===== src/rtl/rvfi_trace_buffer.sv =====
// Post-mortem RVFI retirement recorder: circular buffer of the last DEPTH
// retirements, frozen POST_TRIGGER records after a trigger, drained oldest-first.
module rvfi_trace_buffer #(
  parameter int DEPTH        = 16,
  parameter int POST_TRIGGER = 4,
  parameter bit STOP_ON_TRAP = 1'b1
) (
  input  logic        sys_clock,
  input  logic        reset,
  input  logic        rvfi_valid,
  input  logic [63:0] rvfi_order,
  input  logic [31:0] rvfi_insn,
  input  logic        rvfi_trap,
  input  logic        rvfi_halt,
  input  logic        rvfi_intr,
  input  logic [31:0] rvfi_pc_rdata,
  input  logic        force_trig,
  input  logic        arm,
  output logic        rd_valid,
  input  logic        rd_ready,
  output logic [31:0] rd_pc,
  output logic [31:0] rd_insn,
  output logic [15:0] rd_order,
  output logic [2:0]  rd_flags,
  output logic [1:0]  state,
  output logic        wrapped,
  output logic [15:0] dropped
);
  localparam int          AW   = $clog2(DEPTH);
  localparam logic [AW:0] FULL = (AW+1)'(DEPTH);

  typedef enum logic [1:0] {ARMED = 2'b00, POST = 2'b01, FROZEN = 2'b10} state_t;

  typedef struct packed {
    logic [31:0] pc;
    logic [31:0] insn;
    logic [15:0] order;
    logic [2:0]  flags;
  } entry_t;

  entry_t        mem [DEPTH];
  entry_t        entry, rd_ent;
  state_t        st, st_nxt;
  logic [AW-1:0] wr_ptr, wr_nxt, rd_ptr, post_cnt, post_nxt;
  logic [AW:0]   count, count_nxt;
  logic          record, trigger, pop;
  logic          unused_order;

  assign unused_order = ^rvfi_order[63:16];
  assign entry   = '{pc: rvfi_pc_rdata, insn: rvfi_insn, order: rvfi_order[15:0],
                     flags: {rvfi_halt, rvfi_intr, rvfi_trap}};
  // arm wins over everything in its cycle, including the retirement
  assign record  = rvfi_valid && (st != FROZEN) && !arm;
  assign trigger = force_trig || (rvfi_valid && (rvfi_halt || (STOP_ON_TRAP && rvfi_trap)));
  assign rd_valid = (st == FROZEN) && (count != '0);
  assign pop      = rd_valid && rd_ready;
  assign rd_ent   = rd_valid ? mem[rd_ptr] : '0;
  assign rd_pc    = rd_ent.pc;
  assign rd_insn  = rd_ent.insn;
  assign rd_order = rd_ent.order;
  assign rd_flags = rd_ent.flags;
  assign state    = st;

  always_comb begin
    st_nxt    = st;
    post_nxt  = post_cnt;
    count_nxt = count;
    wr_nxt    = wr_ptr;
    if (arm) begin
      st_nxt    = ARMED;
      post_nxt  = '0;
      count_nxt = '0;
    end else begin
      case (st)
        ARMED: if (trigger) begin
          post_nxt = AW'(POST_TRIGGER);
          st_nxt   = (POST_TRIGGER == 0) ? FROZEN : POST;
        end
        POST: if (record) begin
          post_nxt = post_cnt - AW'(1);
          if (post_cnt == AW'(1)) st_nxt = FROZEN;
        end
        default: ;
      endcase
      if (record) begin
        wr_nxt = wr_ptr + AW'(1);
        if (count != FULL) count_nxt = count + (AW+1)'(1);
      end else if (pop) begin
        count_nxt = count - (AW+1)'(1);
      end
    end
  end

  always_ff @(posedge sys_clock or negedge reset) begin
    if (!reset) begin
      st       <= ARMED;
      wr_ptr   <= '0;
      rd_ptr   <= '0;
      count    <= '0;
      post_cnt <= '0;
      wrapped  <= 1'b0;
      dropped  <= '0;
    end else begin
      st       <= st_nxt;
      wr_ptr   <= wr_nxt;
      count    <= count_nxt;
      post_cnt <= post_nxt;
      if (arm) begin
        wrapped <= 1'b0;
        dropped <= '0;
      end else begin
        if (record && count == FULL) wrapped <= 1'b1;
        if (st == FROZEN && rvfi_valid && dropped != 16'hFFFF) dropped <= dropped + 16'd1;
      end
      // on freeze point at the oldest entry, including this cycle's record
      if (st != FROZEN && st_nxt == FROZEN) rd_ptr <= wr_nxt - count_nxt[AW-1:0];
      else if (pop && !arm)                 rd_ptr <= rd_ptr + AW'(1);
    end
  end

  always_ff @(posedge sys_clock) begin
    if (record) mem[wr_ptr] <= entry;
  end
endmodule


===== config.mk =====
export PLATFORM = sky130hd
export DESIGN_NAME = rvfi_trace_buffer
export DESIGN_NICKNAME = d
export VERILOG_FILES = /design/src/rtl/rvfi_trace_buffer.sv
export SDC_FILE = /design/constraint.sdc
export NUM_CORES = 1
export LEC_CHECK = 0
export BUFFER_PORTS_ARGS = -buffer_cell sky130_fd_sc_hd__buf_2
export CELL_PAD_IN_SITES_DETAIL_PLACEMENT = 1
export CELL_PAD_IN_SITES_GLOBAL_PLACEMENT = 1
export CORE_ASPECT_RATIO = 0.6
export CORE_MARGIN = 4
export CORE_UTILIZATION = 28
export DETAILED_ROUTE_END_ITERATION = 10
export MAX_ROUTING_LAYER = met4
export PLACE_DENSITY = 0.58
export SYNTH_ARGS = -nofsm -noshare
export SYNTH_HDL_FRONTEND = slang
export SYNTH_SLANG_ARGS = --single-unit

===== constraint.sdc =====
create_clock -name sys_clock -period 4.35 [get_ports sys_clock]
set_input_delay 0.6525 -clock sys_clock [delete_from_list [all_inputs] [get_ports sys_clock]]
set_output_delay 0.6525 -clock sys_clock [all_outputs]
set_load 0.02 [all_outputs]

==> metrics, run 1 <==
Worst Hold Margin 0.2556 ns; io pins 240; Synth Register Bits 1,364; type of element launching the critical path register; GRT Util Overall 0.1446; post-synthesis cell area 0.05268 mm²; Total Die Area 0.1954 mm²; Crit path top cell by count sky130_fd_sc_hd__mux4_2; wire length after detailed routing 138.3 mm; final-stage net count 2,674; post-detailed-placement cell area 0.05766 mm²; cell class contributing the biggest share of worst-path delay buffers and inverters; DR DRC count 0; result of the run finished clean; Antenna Nets Post-Route 0; count of clock tree sinks 1,364; number of H-tree levels 4; row count 122; global route overflow 0; pins over their slew limit 0; core area 0.1858 mm²; global-route wire length before repair 198.2 mm; clock buffers created by TritonCTS 143; proportion of register bits with asynchronous set or reset after synthesis 0.02639; Worst setup EP type output pin; Layout Utilization 0.3349; Synth Flop Type sky130_fd_sc_hd__edfxtp_1; shortest clock period the worst path allows after layout 4.176 ns; Avg Inst Size Synth 24.19 µm²; pin count of the biggest net entering global routing 80; horizontal die dimension 568.0 µm; post-synthesis cell type count 48; relative slew slack 0.4166; Die Y 344.0 µm; area of combinational cells with multiple inputs 0.01121 mm²; number of global-route vias before repair 26,761; final period utilization 0.9600; Peak VDD IR 0.3009 mV; Layout Cell Area excl Fill 0.06221 mm²; buffer and inverter count on the worst path 3; number of buffers inserted by port buffering 191; Max FO, Critical Path 55; measured slew at the worst slew-check pin 0.8752 ns; post-detailed-route wirelength per cell 27.04 µm; Pwr Total 0.03383 W; Final HPWL DP 78.71 mm; fill count 18,108; PostCTS Resize Cnt 0; portion of the post-synthesis area used by sequential elements 0.7741; clk buf depth 4; FF+latch area 0.04079 mm²; stage delay of the slowest cell on the critical path 0.71 ns; total negative setup slack 0 ns; kind of critical path reg -> out; Cells after Synth 2,178; Worst EP required 3.70 ns; starting density of the core 0.2836; Yosys warning total 0; final weighted congestion of routability-driven global placement 0.7369; setup clock skew after layout 0.03558 ns; count of flip-flops with a built-in enable after synthesis 1,328; final-report setup violation count 0; via count 24,376; number of vias per cell after detailed routing 4.766; clock root cell sky130_fd_sc_hd__clkbuf_16; antenna violations before repair 20; timing-limited maximum frequency 239.5 MHz; unrepaired setup endpoints after global routing no; clock transition at the register clock pins on the worst setup and hold paths after CTS 0.07 ns; layout overhead on the synthesized area 18.09%; Arr. time, crit path 3.52 ns; max-cap viol count 0; critical-path cell list buf_12 -> buf_4 -> mux4_2 -> mux4_2 -> and2_1 -> buf_2; Crit-path slowest cell sky130_fd_sc_hd__dfrtp_4; min-delay worst type in -> reg; TritonCTS clock tree done; endpoints failing hold 0; Lkg Pwr 19.45 nW; first-pass iteration count of the detailed router 5; net count after synthesis 2,330; number of DRC markers in iteration 0 2,289; fraction of final layout cells with drive strength greater than 1 0.3602; later-pin clock latency in the skew report 0.76 ns; total power divided by cell area 543.8 mW/mm²
-- per-layer routing --
metal | vias to the layer above | share of wire | global-route usage | routed length [µm]
met5 | - | 0 | - | 0
met4 | 0 | 0.018 | 0.03016 | 2486
met3 | 183 | 0.063 | 0.03239 | 8709
met2 | 739 | 0.46 | 0.2152 | 63290
met1 | 13451 | 0.46 | 0.2042 | 63800
li1 | 10003 | - | - | -
-- final timing paths --
path | from | end | slack [ns] | cells after the start
worst max-delay path | rd_ptr[1] | rd_pc[12] | 0.17 | 6
max in group asynchronous | reset | rd_ptr[2] | 3.14 | 2
worst min register to register | post_cnt[3] | post_cnt[3] | 0.49 | 1
worst max register to register | count[0] | rd_ptr[3] | 0.93 | 14
worst min-delay path | rvfi_pc_rdata[1] | mem[2][52] | 0.26 | 1
min in group asynchronous | reset | dropped[9] | 0.56 | 2
-- state kept, by name (all words and copies together) (netlist names) --
name / count
mem: 1328
rd_ptr: 4
wrapped: 1
count: 5
state: 2
dropped: 16
post_cnt: 4
wr_ptr: 4
-- power breakdown --
part / total [W] / internal (W) / switching, W
clock: 0.0119 / 0.00684 / 0.00501
sequential: 0.0154 / 0.0151 / 0.000339
combinational: 0.00655 / 0.00335 / 0.00320
-- metrics by stage --
| stage | worst slack, ns | instances |
|---|---|---|
| 2_1_floorplan | 0.3173 | 2178 |
| 3_3_place_gp | 0.8571 | 4852 |
| 3_5_place_dp | 0.8460 | 4852 |
| 4_1_cts | 0.06006 | 5101 |
| 5_1_grt | 0.01930 | 5111 |
| 6_report | 0.1741 | 5115 |
-- cell usage in the layout, fill, tap and decap left out, types with 2 or more instances in the layout --
master	netlist	layout
sky130_fd_sc_hd__nand2b_1	4	4
sky130_fd_sc_hd__nand2_1	17	17
sky130_fd_sc_hd__buf_2	10	191
sky130_fd_sc_hd__dfrtp_1	36	32
sky130_fd_sc_hd__and2_4	0	12
sky130_fd_sc_hd__clkbuf_1	57	28
sky130_fd_sc_hd__buf_4	1	64
sky130_fd_sc_hd__bufinv_16	0	12
sky130_fd_sc_hd__clkbuf_16	0	145
sky130_fd_sc_hd__inv_1	13	12
sky130_fd_sc_hd__nor4_1	2	2
sky130_fd_sc_hd__and3_1	4	4
sky130_fd_sc_hd__nor3_1	4	4
sky130_fd_sc_hd__dfrtp_4	0	4
sky130_fd_sc_hd__nor3b_1	2	2
sky130_fd_sc_hd__xnor2_1	14	14
sky130_fd_sc_hd__clkinvlp_4	0	13
sky130_fd_sc_hd__buf_12	1	55
sky130_fd_sc_hd__and4_1	7	3
sky130_fd_sc_hd__edfxtp_1	1328	1328
sky130_fd_sc_hd__clkinv_4	0	2
sky130_fd_sc_hd__o221ai_1	2	2
sky130_fd_sc_hd__mux4_2	414	414
sky130_fd_sc_hd__nor2b_1	2	2
sky130_fd_sc_hd__clkinv_2	0	18
sky130_fd_sc_hd__xor2_1	15	15
sky130_fd_sc_hd__nand4_1	8	8
sky130_fd_sc_hd__and2_1	98	86
sky130_fd_sc_hd__and4_4	0	4
sky130_fd_sc_hd__a21o_1	3	3
sky130_fd_sc_hd__nor2_1	31	31
sky130_fd_sc_hd__ha_1	14	14
sky130_fd_sc_hd__a21oi_1	10	10
sky130_fd_sc_hd__clkinv_1	0	20
sky130_fd_sc_hd__clkinv_8	0	5
sky130_fd_sc_hd__o21ai_0	6	6
sky130_fd_sc_hd__diode_2	0	14
sky130_fd_sc_hd__nand3_1	10	10
sky130_fd_sc_hd__mux2i_1	4	4
-- cell type report --
type,instances,share of cell area
multi-input combinational,689,0.1803
sequential,1364,0.6558
clock inverter,71,0.01175
timing repair buffer,311,0.04095
antenna,14,0.0005632
inverter,13,0.0008246
clock buffer,173,0.06002
tap,2480,0.04988
-- Yosys cell counts, types with 13 or more instances --
master                     count  area, µm²
sky130_fd_sc_hd__nand2_1      17      63.81
sky130_fd_sc_hd__clkbuf_1     57      214.0
sky130_fd_sc_hd__edfxtp_1   1328      39880
sky130_fd_sc_hd__and2_1       98      613.1
sky130_fd_sc_hd__inv_1        13      48.80
sky130_fd_sc_hd__dfrtp_1      36      900.9
sky130_fd_sc_hd__xor2_1       15      131.4
sky130_fd_sc_hd__nor2_1       31      116.4
sky130_fd_sc_hd__buf_6        30      337.8
sky130_fd_sc_hd__xnor2_1      14      122.6
sky130_fd_sc_hd__ha_1         14      175.2
sky130_fd_sc_hd__mux4_2      414       9324
sky130_fd_sc_hd__buf_1        13      48.80
-- worst register-to-register path: stages, from the launching register on --
cell	delay, ns
sky130_fd_sc_hd__dfrtp_1	0.42
sky130_fd_sc_hd__inv_1	0.11
sky130_fd_sc_hd__ha_1	0.24
sky130_fd_sc_hd__nor4b_1	0.16
sky130_fd_sc_hd__nand2b_1	0.25
sky130_fd_sc_hd__nor2_1	0.32
sky130_fd_sc_hd__mux2i_1	0.24
sky130_fd_sc_hd__nor2_1	0.07
sky130_fd_sc_hd__a211o_1	0.32
sky130_fd_sc_hd__ha_1	0.31
sky130_fd_sc_hd__a21o_1	0.16
sky130_fd_sc_hd__a21oi_1	0.16
sky130_fd_sc_hd__xnor3_1	0.25
sky130_fd_sc_hd__xnor2_1	0.17
sky130_fd_sc_hd__mux2i_1	0.09
-- repair_timing --
item	CTS	global route
buffers inserted	4	0
setup endpoints to repair	1	0
endpoints found under the hold margin	36	0
hold buffers	1	0
-- cell families after synthesis --
group	synth area share
mux	0.1782
xor+xnor	0.005249
flops	0.7741
simple gates	0.02090
compound gates	0.004014
fa+ha+maj	0.003705
buf+inv	0.01380
Power figures use the tool's default switching activity.
==> run 2, diff against run 1 <==
==> constraint.sdc (replaced) <==
create_clock -name sys_clock -period 4.35 [get_ports sys_clock]
set_input_delay 0.435 -clock sys_clock [delete_from_list [all_inputs] [get_ports sys_clock]]
set_output_delay 0.435 -clock sys_clock [all_outputs]
set_load 0.02 [all_outputs]
==> run 2 against run 1 <==
Routed wire length fell by 2.6%. Register-to-register slack lost 0.03 ns. Global-route usage is 0.36 points lower. Largest cell class unchanged. Clock skew rose by 0.028 ns. Power decreased by 1.8%.
==> metrics, run 2 (synthesis results as in run 1) <==
result of the run finished clean; Max FO, Critical Path 30 (-45%); Arr. time, crit path 3.62 ns (+0.10 ns); shortest clock period the worst path allows after layout 4.050 ns (-0.1256 ns); Worst EP required 3.91 ns (+0.21 ns); start point of the worst hold path rvfi_insn[29]; wire length after detailed routing 134.7 mm (-2.6%); leading cell types in the layout, fill and taps excluded 1,328 x sky130_fd_sc_hd__edfxtp_1, 414 x sky130_fd_sc_hd__mux4_2, 191 x sky130_fd_sc_hd__buf_2; min-delay worst type in -> reg; number of global-route vias before repair 26,673 (-0.33%); final period utilization 0.9311 (-0.02887); io pins 240 (unchanged); number of H-tree levels 4 (unchanged); total power divided by cell area 533.6 mW/mm² (-1.9%); number of cell instances on the worst register-to-register path 14 (unchanged); global-route wire length before repair 194.6 mm (-1.8%); final-report setup violation count 0 (unchanged); number of buffers inserted by port buffering 191 (unchanged); via count 24,544 (+0.69%); number of DRC markers in iteration 0 2,259 (-1.3%); Lkg Pwr 19.49 nW (+0.19%); Crit-path slowest cell sky130_fd_sc_hd__dfrtp_4; post-detailed-placement cell area 0.05753 mm² (-0.22%); Peak VDD IR 0.2817 mV (-6.4%); clock buffers created by TritonCTS 141 (-1.4%); pins over their slew limit 0 (unchanged); count of clock tree sinks 1,364 (unchanged); most common cell after layout, fill and taps aside sky130_fd_sc_hd__edfxtp_1; horizontal die dimension 568.0 µm (unchanged); kind of critical path reg -> out; clock root cell sky130_fd_sc_hd__clkbuf_16; Register-to-Register Setup Slack 0.90 ns (-0.03 ns); Crit path top cell by count sky130_fd_sc_hd__mux4_2; global route overflow 0 (unchanged); critical-path cell list buf_12 -> buf_4 -> mux4_2 -> mux4_2 -> and2_1 -> buf_2; type of element launching the critical path register; Min-Delay Endpoint mem[9][48]; number of vias per cell after detailed routing 4.765 (about the same); unrepaired setup endpoints after global routing no; register ranked first by flip-flop count mem; relative slew slack 0.4033 (-0.01324); DR DRC count 0 (unchanged); measured slew at the worst slew-check pin 0.8950 ns (+0.01986 ns); total negative setup slack 0 ns (unchanged); antenna violations before repair 21 (+5.0%); reg-to-reg startpoint count[0]; final-stage net count 2,716 (+1.6%); Layout Cell Area excl Fill 0.06229 mm² (+0.12%); PostCTS Resize Cnt 0 (unchanged); layout overhead on the synthesized area 18.24%; max-cap viol count 0 (unchanged); endpoints failing hold 0 (unchanged); pin count of the biggest net entering global routing 94 (+18%); core area 0.1858 mm² (unchanged); GRT Util Overall 0.1411 (-0.003555); TritonCTS clock tree done; starting density of the core 0.2836 (unchanged); fraction of final layout cells with drive strength greater than 1 0.3474 (-0.01280); first-pass iteration count of the detailed router 5 (unchanged); row count 122 (unchanged); Cells after DPL 4,845 (-0.14%); number of stages on the worst hold path 1 (unchanged); post-detailed-route wirelength per cell 26.15 µm (-3.3%); Total Die Area 0.1954 mm² (unchanged); number of buffers inserted by post-CTS setup repair 0 (-4); final weighted congestion of routability-driven global placement 0.7311 (-0.79%); post-route insts no fill 5,151 (+0.70%); number of flip-flops under the largest register name 1,328 (unchanged); Die Y 344.0 µm (unchanged); clk buf depth 4 (unchanged); Final HPWL DP 76.11 mm (-3.3%); clock transition at the register clock pins on the worst setup and hold paths after CTS 0.07 ns (about the same); reg-to-reg endpoint rd_ptr[3]; Regs by FF count mem: 1328 flops, dropped: 16 flops, count: 5 flops; fill count 18,133 (+0.14%); Worst setup EP type output pin; Worst Hold Margin 0.07080 ns (-0.1848 ns); timing-limited maximum frequency 246.9 MHz (+3.1%); later-pin clock latency in the skew report 0.78 ns (+0.02 ns); stage delay of the slowest cell on the critical path 0.65 ns (-0.06 ns); setup clock skew after layout 0.06341 ns (+0.02783 ns); Antenna Nets Post-Route 0 (unchanged)
## run 2: changes by cell type in the layout (fill, tap and decap cells not counted)
cell | before | now
sky130_fd_sc_hd__dlygate4sd3_1 | 1 | 56
sky130_fd_sc_hd__clkinv_1 | 20 | 31
sky130_fd_sc_hd__bufinv_16 | 12 | 3
sky130_fd_sc_hd__buf_12 | 55 | 48
sky130_fd_sc_hd__clkbuf_1 | 28 | 21
sky130_fd_sc_hd__clkinv_2 | 18 | 24
sky130_fd_sc_hd__buf_4 | 64 | 60
sky130_fd_sc_hd__clkinvlp_4 | 13 | 9
sky130_fd_sc_hd__clkinv_8 | 5 | 2
sky130_fd_sc_hd__diode_2 | 14 | 11
sky130_fd_sc_hd__inv_6 | 1 | 2
## run 2: stage by stage
| stage | setup slack [ns] | util | power (W) |
|---|---|---|---|
| 5_1_grt | 0.1116 | 0.3353 | 0.03472 |
| 6_report | 0.2997 | 0.3353 | 0.03324 |
| 3_3_place_gp | 0.9888 | 0.3097 | 0.02220 |
| 4_1_cts | 0.1386 | 0.3351 | 0.03375 |
| 3_5_place_dp | 0.9528 | 0.3097 | 0.02238 |
| 2_1_floorplan | 0.5348 | - | 0.02027 |
## run 2: power breakdown
group,internal [W],switching (W)
logic,0.00335,0.00330
clock network,0.00626,0.00496
registers,0.0151,0.000276
## run 2: layout make-up
type,instances,area [µm²],share of cell area
antenna,11,27.53,0.0004419
clock buffer,166,3707,0.05952
clock inverter,73,461.7,0.007412
inverter,13,51.30,0.0008236
multi-input combinational,689,11210,0.1800
sequential,1364,40790,0.6549
tap,2480,3103,0.04982
timing repair buffer,355,2928,0.04701
## run 2: worst max-delay path by stage
stage,depth (start not counted),start,to
finish,6,rd_ptr[0],rd_pc[21]
global route,6,rd_ptr[0],rd_pc[21]
CTS,6,rd_ptr[0],rd_pc[21]
detailed placement,14,count[0],rd_ptr[3]
global placement,6,rd_ptr[0],rd_pc[21]
floorplan,5,rvfi_valid,mem[12][0]
## run 2: worst max-delay path: cells and delay by family (launching register included)
kind | cells | cell delay [ns]
buffers and inverters | 3 | 0.83
flip-flops | 1 | 0.65
multiplexers | 2 | 1.12
AND/OR/NAND/NOR | 1 | 0.19
## run 2: what timing repair did
| action | 4_1_cts | 5_1_grt |
|---|---|---|
| hold endpoints to repair | 772 | 0 |
| setup endpoints to repair | 0 | 0 |
| hold buffers | 56 | 0 |
## run 2: layer usage
layer | share of wire | GRT usage | vias to the layer above
met4 | 0.021 | 0.03304 | 0
li1 | - | - | 10063
met3 | 0.063 | 0.03001 | 210
met5 | 0 | - | -
met1 | 0.46 | 0.1986 | 13472
met2 | 0.46 | 0.2102 | 799
